===== src/rtl/alu_seq_param_pkg.sv =====
// Shared definitions for the sequential ALU: op codes, FSM states, flag positions.
// The MULT state exists only when ALU_SEQ_MUL_EN is defined.
package alu_pkg;

    localparam logic [2:0] OP_ADD = 3'b000;
    localparam logic [2:0] OP_SUB = 3'b001;
    localparam logic [2:0] OP_AND = 3'b010;
    localparam logic [2:0] OP_OR  = 3'b011;
    localparam logic [2:0] OP_XOR = 3'b100;
    localparam logic [2:0] OP_SHL = 3'b101;
    localparam logic [2:0] OP_SHR = 3'b110;
    localparam logic [2:0] OP_MUL = 3'b111;

`ifdef ALU_SEQ_MUL_EN
    typedef enum logic [1:0] {
        IDLE = 2'd0,
        MULT = 2'd1,
        DONE = 2'd2
    } state_t;
`else
    typedef enum logic [1:0] {
        IDLE = 2'd0,
        DONE = 2'd2
    } state_t;
`endif

    localparam int unsigned FLG_CARRY = 0;
    localparam int unsigned FLG_ZERO  = 1;
    localparam int unsigned FLG_NEG   = 2;
    localparam int unsigned FLG_OVF   = 3;
    localparam int unsigned FLG_ERR   = 4;
    localparam int unsigned NFLAGS    = 5;

endpackage


===== src/rtl/alu_seq_param_if.sv =====
// Operand-issue / result-writeback bus of the sequential ALU.
// master = issue logic + writeback consumer, slave = the ALU.
interface alu_seq_param_if #(
    parameter int unsigned WIDTH = 4
);
    logic             in_valid;
    logic             in_ready;
    logic [WIDTH-1:0] a;
    logic [WIDTH-1:0] b;
    logic [2:0]       op;
    logic             out_valid;
    logic             out_ready;
    logic [WIDTH-1:0] result;
    logic             carry;
    logic             zero;
    logic             neg;
    logic             ovf;
    logic             err;

    modport master (
        output in_valid, a, b, op, out_ready,
        input  in_ready, out_valid, result, carry, zero, neg, ovf, err
    );

    modport slave (
        input  in_valid, a, b, op, out_ready,
        output in_ready, out_valid, result, carry, zero, neg, ovf, err
    );
endinterface


===== src/rtl/alu_mul_iter.sv =====
// Iterative shift-add unsigned multiplier: one partial product per clock, WIDTH clocks.
// done is asserted during the final step; product then carries the completed value.
module alu_mul_iter #(
    parameter int unsigned WIDTH = 4
) (
    input  logic               clk,
    input  logic               rst,
    input  logic               start,
    input  logic [WIDTH-1:0]   a,
    input  logic [WIDTH-1:0]   b,
    output logic               busy,
    output logic               done,
    output logic [2*WIDTH-1:0] product
);
    localparam int unsigned CW = $clog2(WIDTH);

    logic               busy_q;
    logic [2*WIDTH-1:0] mcand;
    logic [WIDTH-1:0]   mplier;
    logic [2*WIDTH-1:0] acc;
    logic [2*WIDTH-1:0] acc_nxt;
    logic [CW-1:0]      cnt;

    // accumulate the current partial product; product is exposed combinationally so the
    // last step lands in the caller's registers on the same edge it is computed
    always_comb begin
        acc_nxt = acc + (mplier[0] ? mcand : '0);
    end

    assign busy    = busy_q;
    assign done    = busy_q & (cnt == CW'(WIDTH - 1));
    assign product = acc_nxt;

    // operand load on start, then shift multiplicand left / multiplier right each step
    always_ff @(posedge clk or posedge rst) begin
        if (rst) begin
            busy_q <= 1'b0;
            mcand  <= '0;
            mplier <= '0;
            acc    <= '0;
            cnt    <= '0;
        end else if (start) begin
            busy_q <= 1'b1;
            mcand  <= {{WIDTH{1'b0}}, a};
            mplier <= b;
            acc    <= '0;
            cnt    <= '0;
        end else if (busy_q) begin
            acc    <= acc_nxt;
            mcand  <= mcand << 1;
            mplier <= mplier >> 1;
            cnt    <= cnt + 1'b1;
            if (done) begin
                busy_q <= 1'b0;
            end
        end
    end
endmodule


===== src/rtl/alu_seq_param.sv =====
// Registered WIDTH-bit ALU with valid/ready handshakes on input and output.
// Optional feature macro: ALU_SEQ_MUL_EN enables the iterative multiplier (op 111);
// without it op 111 completes in one clock with err=1 and result=0.
module alu_seq_param
    import alu_pkg::*;
#(
    parameter int unsigned WIDTH = 4,
    localparam int unsigned SHW  = $clog2(WIDTH)
) (
    input  logic          clk,
    input  logic          rst,
    alu_seq_param_if.slave bus
);
    state_t            state, state_n;
    logic              in_ready_c;
    logic              accept;
    logic [WIDTH-1:0]  res_c, res_q;
    logic [NFLAGS-1:0] flg_c, flg_q;
    logic [WIDTH:0]    sum, dif, shl_w, shr_w;
    logic [SHW-1:0]    sh;

`ifdef ALU_SEQ_MUL_EN
    logic               is_mul;
    logic               mul_busy;
    logic               mul_done;
    logic [2*WIDTH-1:0] mul_prod;
    logic [NFLAGS-1:0]  mul_flg;

    assign is_mul = (bus.op == OP_MUL);

    alu_mul_iter #(.WIDTH(WIDTH)) u_mul (
        .clk     (clk),
        .rst     (rst),
        .start   (accept & is_mul),
        .a       (bus.a),
        .b       (bus.b),
        .busy    (mul_busy),
        .done    (mul_done),
        .product (mul_prod)
    );

    // flags for the completed product
    always_comb begin
        mul_flg            = '0;
        mul_flg[FLG_CARRY] = |mul_prod[2*WIDTH-1:WIDTH];
        mul_flg[FLG_ZERO]  = (mul_prod[WIDTH-1:0] == '0);
        mul_flg[FLG_NEG]   = mul_prod[WIDTH-1];
    end

    assign in_ready_c = ~rst & ~mul_busy & ((state == IDLE) | ((state == DONE) & bus.out_ready));
`else
    assign in_ready_c = ~rst & ((state == IDLE) | ((state == DONE) & bus.out_ready));
`endif

    assign accept       = bus.in_valid & in_ready_c;
    assign bus.in_ready = in_ready_c;
    assign bus.out_valid = (state == DONE);
    assign bus.result   = res_q;
    assign bus.carry    = flg_q[FLG_CARRY];
    assign bus.zero     = flg_q[FLG_ZERO];
    assign bus.neg      = flg_q[FLG_NEG];
    assign bus.ovf      = flg_q[FLG_OVF];
    assign bus.err      = flg_q[FLG_ERR];

    // single-cycle datapath: result and flags for the presented op
    always_comb begin
        sh    = bus.b[SHW-1:0];
        sum   = {1'b0, bus.a} + {1'b0, bus.b};
        dif   = {1'b0, bus.a} - {1'b0, bus.b};
        // the extra bit above/below a catches the last bit shifted out; amount 0 leaves it 0
        shl_w = {1'b0, bus.a} << sh;
        shr_w = {bus.a, 1'b0} >> sh;
        res_c = '0;
        flg_c = '0;
        case (bus.op)
            OP_ADD: begin
                res_c            = sum[WIDTH-1:0];
                flg_c[FLG_CARRY] = sum[WIDTH];
                flg_c[FLG_OVF]   = (bus.a[WIDTH-1] == bus.b[WIDTH-1]) &
                                   (sum[WIDTH-1] != bus.a[WIDTH-1]);
            end
            OP_SUB: begin
                res_c            = dif[WIDTH-1:0];
                flg_c[FLG_CARRY] = dif[WIDTH];
                flg_c[FLG_OVF]   = (bus.a[WIDTH-1] != bus.b[WIDTH-1]) &
                                   (dif[WIDTH-1] != bus.a[WIDTH-1]);
            end
            OP_AND: res_c = bus.a & bus.b;
            OP_OR:  res_c = bus.a | bus.b;
            OP_XOR: res_c = bus.a ^ bus.b;
            OP_SHL: begin
                res_c            = shl_w[WIDTH-1:0];
                flg_c[FLG_CARRY] = shl_w[WIDTH];
            end
            OP_SHR: begin
                res_c            = shr_w[WIDTH:1];
                flg_c[FLG_CARRY] = shr_w[0];
            end
            OP_MUL: begin
`ifndef ALU_SEQ_MUL_EN
                flg_c[FLG_ERR] = 1'b1;
`endif
            end
            default: ;
        endcase
        flg_c[FLG_ZERO] = (res_c == '0);
        flg_c[FLG_NEG]  = res_c[WIDTH-1];
    end

    // next-state: a new accept from DONE bypasses IDLE to keep 1/clk throughput
    always_comb begin
        state_n = state;
        case (state)
            IDLE: begin
                if (accept) begin
`ifdef ALU_SEQ_MUL_EN
                    state_n = is_mul ? MULT : DONE;
`else
                    state_n = DONE;
`endif
                end
            end
`ifdef ALU_SEQ_MUL_EN
            MULT: begin
                if (mul_done) begin
                    state_n = DONE;
                end
            end
`endif
            DONE: begin
                if (accept) begin
`ifdef ALU_SEQ_MUL_EN
                    state_n = is_mul ? MULT : DONE;
`else
                    state_n = DONE;
`endif
                end else if (bus.out_ready) begin
                    state_n = IDLE;
                end
            end
            default: state_n = IDLE;
        endcase
    end

    // state register
    always_ff @(posedge clk or posedge rst) begin
        if (rst) begin
            state <= IDLE;
        end else begin
            state <= state_n;
        end
    end

    // output registers update only when a result completes
    always_ff @(posedge clk or posedge rst) begin
        if (rst) begin
            res_q <= '0;
            flg_q <= '0;
`ifdef ALU_SEQ_MUL_EN
        end else if (accept && !is_mul) begin
            res_q <= res_c;
            flg_q <= flg_c;
        end else if ((state == MULT) && mul_done) begin
            res_q <= mul_prod[WIDTH-1:0];
            flg_q <= mul_flg;
`else
        end else if (accept) begin
            res_q <= res_c;
            flg_q <= flg_c;
`endif
        end
    end
endmodule


===== src/flat_wrapper.sv =====
// flat-port wrapper written by rule: the top's interface ports become plain ports
module alu_seq_param_flat import alu_pkg::*;
#(
    parameter int unsigned WIDTH = 4,
    localparam int unsigned SHW  = $clog2(WIDTH)
)
  (clk, rst, bus_in_valid, bus_a, bus_b, bus_op, bus_out_ready, bus_in_ready, bus_out_valid, bus_result, bus_carry, bus_zero, bus_neg, bus_ovf, bus_err);
  alu_seq_param_if #(.WIDTH(WIDTH)) bus_i ();
  input  logic clk;
  input  logic rst;
  input wire logic [$bits(bus_i.in_valid)-1:0] bus_in_valid;
  input wire logic [$bits(bus_i.a)-1:0] bus_a;
  input wire logic [$bits(bus_i.b)-1:0] bus_b;
  input wire logic [$bits(bus_i.op)-1:0] bus_op;
  input wire logic [$bits(bus_i.out_ready)-1:0] bus_out_ready;
  output wire logic [$bits(bus_i.in_ready)-1:0] bus_in_ready;
  output wire logic [$bits(bus_i.out_valid)-1:0] bus_out_valid;
  output wire logic [$bits(bus_i.result)-1:0] bus_result;
  output wire logic [$bits(bus_i.carry)-1:0] bus_carry;
  output wire logic [$bits(bus_i.zero)-1:0] bus_zero;
  output wire logic [$bits(bus_i.neg)-1:0] bus_neg;
  output wire logic [$bits(bus_i.ovf)-1:0] bus_ovf;
  output wire logic [$bits(bus_i.err)-1:0] bus_err;
  assign bus_i.in_valid = bus_in_valid;
  assign bus_i.a = bus_a;
  assign bus_i.b = bus_b;
  assign bus_i.op = bus_op;
  assign bus_i.out_ready = bus_out_ready;
  assign bus_in_ready = bus_i.in_ready;
  assign bus_out_valid = bus_i.out_valid;
  assign bus_result = bus_i.result;
  assign bus_carry = bus_i.carry;
  assign bus_zero = bus_i.zero;
  assign bus_neg = bus_i.neg;
  assign bus_ovf = bus_i.ovf;
  assign bus_err = bus_i.err;
  alu_seq_param #(.WIDTH(WIDTH)) u_core (.clk(clk), .rst(rst), .bus(bus_i));
endmodule

===== config.mk =====
export PLATFORM = sky130hd
export DESIGN_NAME = alu_seq_param_flat
export DESIGN_NICKNAME = d
export VERILOG_FILES = /design/src/rtl/alu_seq_param_pkg.sv /design/src/rtl/alu_seq_param_if.sv /design/src/rtl/alu_mul_iter.sv /design/src/rtl/alu_seq_param.sv /design/src/flat_wrapper.sv
export SDC_FILE = /design/constraint.sdc
export NUM_CORES = 1
export LEC_CHECK = 0
export ABC_AREA = 0
export BUFFER_PORTS_ARGS = -buffer_cell sky130_fd_sc_hd__buf_2
export CAP_MARGIN = 20
export CORE_MARGIN = 3
export CORE_UTILIZATION = 35
export DETAILED_ROUTE_END_ITERATION = 7
export PLACE_DENSITY = 0.6
export SYNTH_ARGS = -nofsm -noshare
export SYNTH_HDL_FRONTEND = slang
export SYNTH_SLANG_ARGS = --single-unit

===== constraint.sdc =====
create_clock -name clk -period 1.72 [get_ports clk]
set_clock_uncertainty 0.15 [all_clocks]
set_input_delay 0.43 -clock clk [delete_from_list [all_inputs] [get_ports clk]]
set_output_delay 0.43 -clock clk [all_outputs]
set_load 0.02 [all_outputs]

# Word-level counts from Yosys, hierarchy flattened
# Index checks and enable logic that the tools add are counted.
# Widths: inputs -> output; s select.
# word_totals
register_bits,11
in_bits,15
out_inout_bits,11
wordCells,43
# classes
add_sub_neg,2
n_eq_ne,14
n_shift,2
n_mux,8
n_bitwise,10
reduce_logical,4
# op_table
operator,n
$pmux 4 s7,1
$eq 3x3->1 const B,4
$eq 3x2->1 const B,2
$mux 2,3
$add 4x4->5,1
$and 1x1->1,5
$shl 4x2->5,1
$shr 5x2->5,1
$sub 4x4->5,1
$and 4x4->4,1
$logic_not 4->1,1
$or 4x4->4,1
$pmux 1 s4,1
$pmux 2 s2,1
$xor 4x4->4,1
$eq 3x1->1 const B,1
$logic_not 3->1,1
$ne 1x1->1,3
$ne 3x2->1 const B,1
$eq 2x2->1 const B,1
$logic_not 2->1,1
$ne 2x1->1 const B,1
$pmux 1 s2,1
$reduce_and 2->1,1
other kinds (4),4

# Logic depth before layout (Yosys ltp)
# logic_depth
depth_word,7
depth_mapped,9
depth_no_buf,9

# Least setup slack after synthesis
# OpenSTA, ideal clock, no wires.
# synth_path
path_kind,input -> register
from,input port bus_b[1]
to,"register u_core.res_q[1], in the netlist u_core.bus.result[1]"
setup_ns,0.125
t_arrival_ns,1.898
required_ns,1.445
setup_slack_ns,-0.453
path_stages,8
n_path_buf,1
path_cell_list,buf_6 inv_1 fa_1 nor2b_1 a211oi_1 a311oi_1 o21ai_1 mux2_2
# synth_between
elab_chain_len,2
elab_cells_between_ends,8
cone_classes,add/sub (2); shift (2); mux (1); bitwise (3)
# synth_lines
item,line_no,rtl
"start, declared",flat_wrapper.sv:13,input wire logic [$bits(bus_i.b)-1:0] bus_b;
$sub 4x4->5 (tied with other cells),alu_seq_param.sv:69,"dif = {1'b0, bus.a} - {1'b0, bus.b};"
$pmux 4 s7 (*),alu_seq_param.sv:75,case (bus.op)
"end signal, assigned",alu_seq_param.sv:168,res_q <= res_c;
"end, declared",alu_seq_param.sv:17,"logic [WIDTH-1:0] res_c, res_q;"
# Every way passes the cells marked *; elsewhere a longest branch is shown, timed or not.
# A chain may end at the register's enable or synchronous reset.

# Worst setup path in the final report
# layout_path
from,input port bus_a[0]
to,register u_core.flg_q[1]
# layout_between
elab_chain_len,3
elab_cells_between_ends,9
cone_classes,add/sub (2); shift (2); mux (1); bitwise (3); reduce/logical (1)
# layout_lines
item,line_no,rtl
"start, declared",flat_wrapper.sv:12,input wire logic [$bits(bus_i.a)-1:0] bus_a;
$sub 4x4->5 (tied with other cells),alu_seq_param.sv:69,
$pmux 4 s7 (*),alu_seq_param.sv:75,
$logic_not 4->1 (*),alu_seq_param.sv:106,flg_c[FLG_ZERO] = (res_c == '0);
"end signal, assigned",alu_seq_param.sv:169,flg_q <= flg_c;
"end, declared",alu_seq_param.sv:18,"logic [NFLAGS-1:0] flg_c, flg_q;"
# Marks and branches as above.

==> flow_summary.ini <==
[floorplanning]
dieWidth_um = 64.7
coreArea_mm2 = 0.00318
pin_count = 26
start_util_pct = 38.0
dieHeight_um = 64.7
rows = 20
die_area_mm2 = 0.00419

[worst_setup_path]
critical_path_buf_inv_count = 3
critPathKind = input pin to flip-flop
crit_fanout = 3
worstSetupEndpointType = flip-flop
crit_chain = buf_12 -> clkinv_8 -> ha_4 -> inv_2 -> fa_2 -> mux2i_2 -> xnor2_1 -> a21oi_1 -> o211ai_1 -> o41ai_2
start_kind = input pin
cp.arrival_ps = 2080
crit_path_top_delay_cell = o41ai_2
cp_top_family = compound AO/OA/AOI/OAI gates
cp_slowest_stage_delay_ps = 360
cp.required_ps = 1720

[finish]
fin_nets = 252
post-route-util_pct = 68.9
diodes = 0
layout_commonest_cell = buf_4
drive_above_1_share_pct = 59.3
area_delta_synth_final_pct = 81.2
fillers = 250
final_cell_mix = 52 x buf_4, 18 x buf_2, 9 x nand2_1, 9 x buf_6, 9 x dfrtp_1

[place]
hpwlAfterDp_mm = 2.94
gp_congestion = 0.899
portBuffers = 25

[drt]
vias_per_cell = 5.29
postRouteAntennaNets = 0
drtPass1Iterations = 4
vias = 1403
detail_route.wl_per_cell_um = 16.0
first_iter_violations = 50
drc = 0
drt_wl_total_mm = 4.23

[cts]
cts_tree = done
htreeDepth = 1
root_buffer = clkbuf_4
worstSkewPairLatency_ps = 250
clk_pin_slew_ps = 60
numClockSinks = 9
cts_buffers = 3
cts_buffer_depth = 2

[logic_synthesis]
yosys_warnings = 0
ys_types = 46
yosysSeqAreaShare_pct = 18.7
synth_seq_cells = 9
ys.flop_type = dfrtp_1
syn-cell-area_mm2 = 0.00121
synthTopCellsByArea = dfrtp_1 19%, ha_1 13%, inv_1 5.3%
synth_top_area_cell = dfrtp_1
syn-instance-count = 140
synth_top_area_share_pct = 18.7
syn_nets = 170
synthArstFlopShare_pct = 100
avgSynthCellArea_um2 = 8.62
synth_edf_count = 0

[global_routing]
antenna_found_initial = 0
grt.overflow.total = 0
grt_pass1_wl_mm = 6.31
grt_pass1_vias = 1381
grt_max_degree = 9
grt_util_all_layers_pct = 19.3

[sta]
finalCritPeriodShare_pct = 121
setup_viol = 6
slew_headroom_pct = 59.5
finalHoldViolCount = 0
max_slew.worst_pin.slew_ps = 592
fmax_ghz = 0.480
whs_ps = 44.7
grt_setup_unrepaired = true
finalCriticalPeriod_ps = 2080
maxSlewViolCount = 0
setup_slack_ps = -363

[pwr]
p_leak_nw = 1.02
peakVddDrop_v = 0.000171
p_per_area_mw_per_mm2 = 500
power_mw = 1.09

[outcome]
violations = negative setup slack
run_status = finished with violations

[flow_run]
cap_violations = 0

[min_path]
hp-class = input pin to async pin
[stage by stage]
step | worst slack (ps) | setup TNS, ps | std cells | area, um2
6_report | -363 | -1230 | 265 | 2190
5_1_grt | -391 | -1530 | 265 | 2190
4_1_cts | -314 | -1020 | 264 | 2030
3_5_place_dp | -674 | -3760 | 253 | 1740
3_3_place_gp | -618 | -3600 | 253 | 1740
2_1_floorplan | -449 | -2060 | 140 | 1220
[tightest hold or removal path: cells and delay by family]
family                 cells  cell delay [ps]
buffers and inverters      3              340
[per-layer routing]
metal	global-route usage [%]	wire length, um	up-vias
met5	0	0	-
met4	7.12	127	0
met3	2.25	217	14
met2	35.9	2230	51
met1	22.4	1650	667
li1	-	-	671
[power breakdown]
group,leakage [nW],internal [mW],total [mW],switching (mW)
Clock,0.0150,0.0891,0.158,0.0686
Combinational,0.895,0.341,0.670,0.329
Sequential,0.114,0.248,0.267,0.0190
[sequential cells by signal (all words and copies together), names as in the netlist]
register,count
u_core.bus.result,3
u_core.flg_q,5
u_core.state,1
[final timing paths]
path	start	end	slack, ps	depth (start not counted)
worst max-delay path	bus_a[0]	u_core.flg_q[1]$_DFFE_PP0P_	-360	10
worst min-delay path	rst	u_core.state[1]$_DFFE_PP0P_	40	3
worst max register to register	u_core.state[1]$_DFFE_PP0P_	u_core.flg_q[1]$_DFFE_PP0P_	220	5
worst min register to register	u_core.flg_q[4]$_DFFE_PP0P_	u_core.flg_q[4]$_DFFE_PP0P_	330	2
max in group asynchronous	rst	u_core.flg_q[4]$_DFFE_PP0P_	850	3
min in group clk	u_core.flg_q[4]$_DFFE_PP0P_	u_core.flg_q[4]$_DFFE_PP0P_	330	2
[synthesized netlist by cell type (2+ instances only)]
cell,n
nand2_1,9
o21ai_1,2
and3_1,3
fa_1,2
and3b_1,2
nand2b_1,2
o21ai_0,3
a21o_1,2
clkbuf_1,2
a21oi_1,8
a32oi_1,2
nor4_1,2
mux2_2,3
dfrtp_1,9
nor3b_1,2
buf_2,4
o31ai_1,2
mux2i_1,4
ha_1,13
nand3_1,5
o211ai_1,2
and2_1,3
nor2b_1,3
inv_1,17
xnor2_1,5
nor2_1,5
a211oi_1,4
mux4_2,2
[what timing repair did]
item	in CTS	in global routing
endpoints found under the hold margin	1	0
cloned	0	0
pin swaps	22	22
hold buffers	1	0
gates resized for setup	52	30
endpoints found under the setup margin	7	7
setup buffers	6	3
[cell type report]
class,instances,area [um2],share of cell area [%]
flip-flops and latches,9,225,10.3
clock buffers,4,26.3,1.20
inverters,17,93.8,4.29
repair buffers,85,677,30.9
multi-input cells,106,1110,50.8
well taps,44,55.1,2.52
[cells by family after synthesis]
family | after synthesis | synth area share [%]
AO/OA/AOI/OAI | 38 | 24.5
flip-flops | 9 | 18.7
AND/OR/NAND/NOR | 39 | 17.5
XOR/XNOR | 5 | 3.63
multiplexers | 9 | 9.84
adder cells (fa/ha/maj) | 15 | 16.8
buffers and inverters | 25 | 9.12
Note: power is estimated with default switching activity, not from simulation.
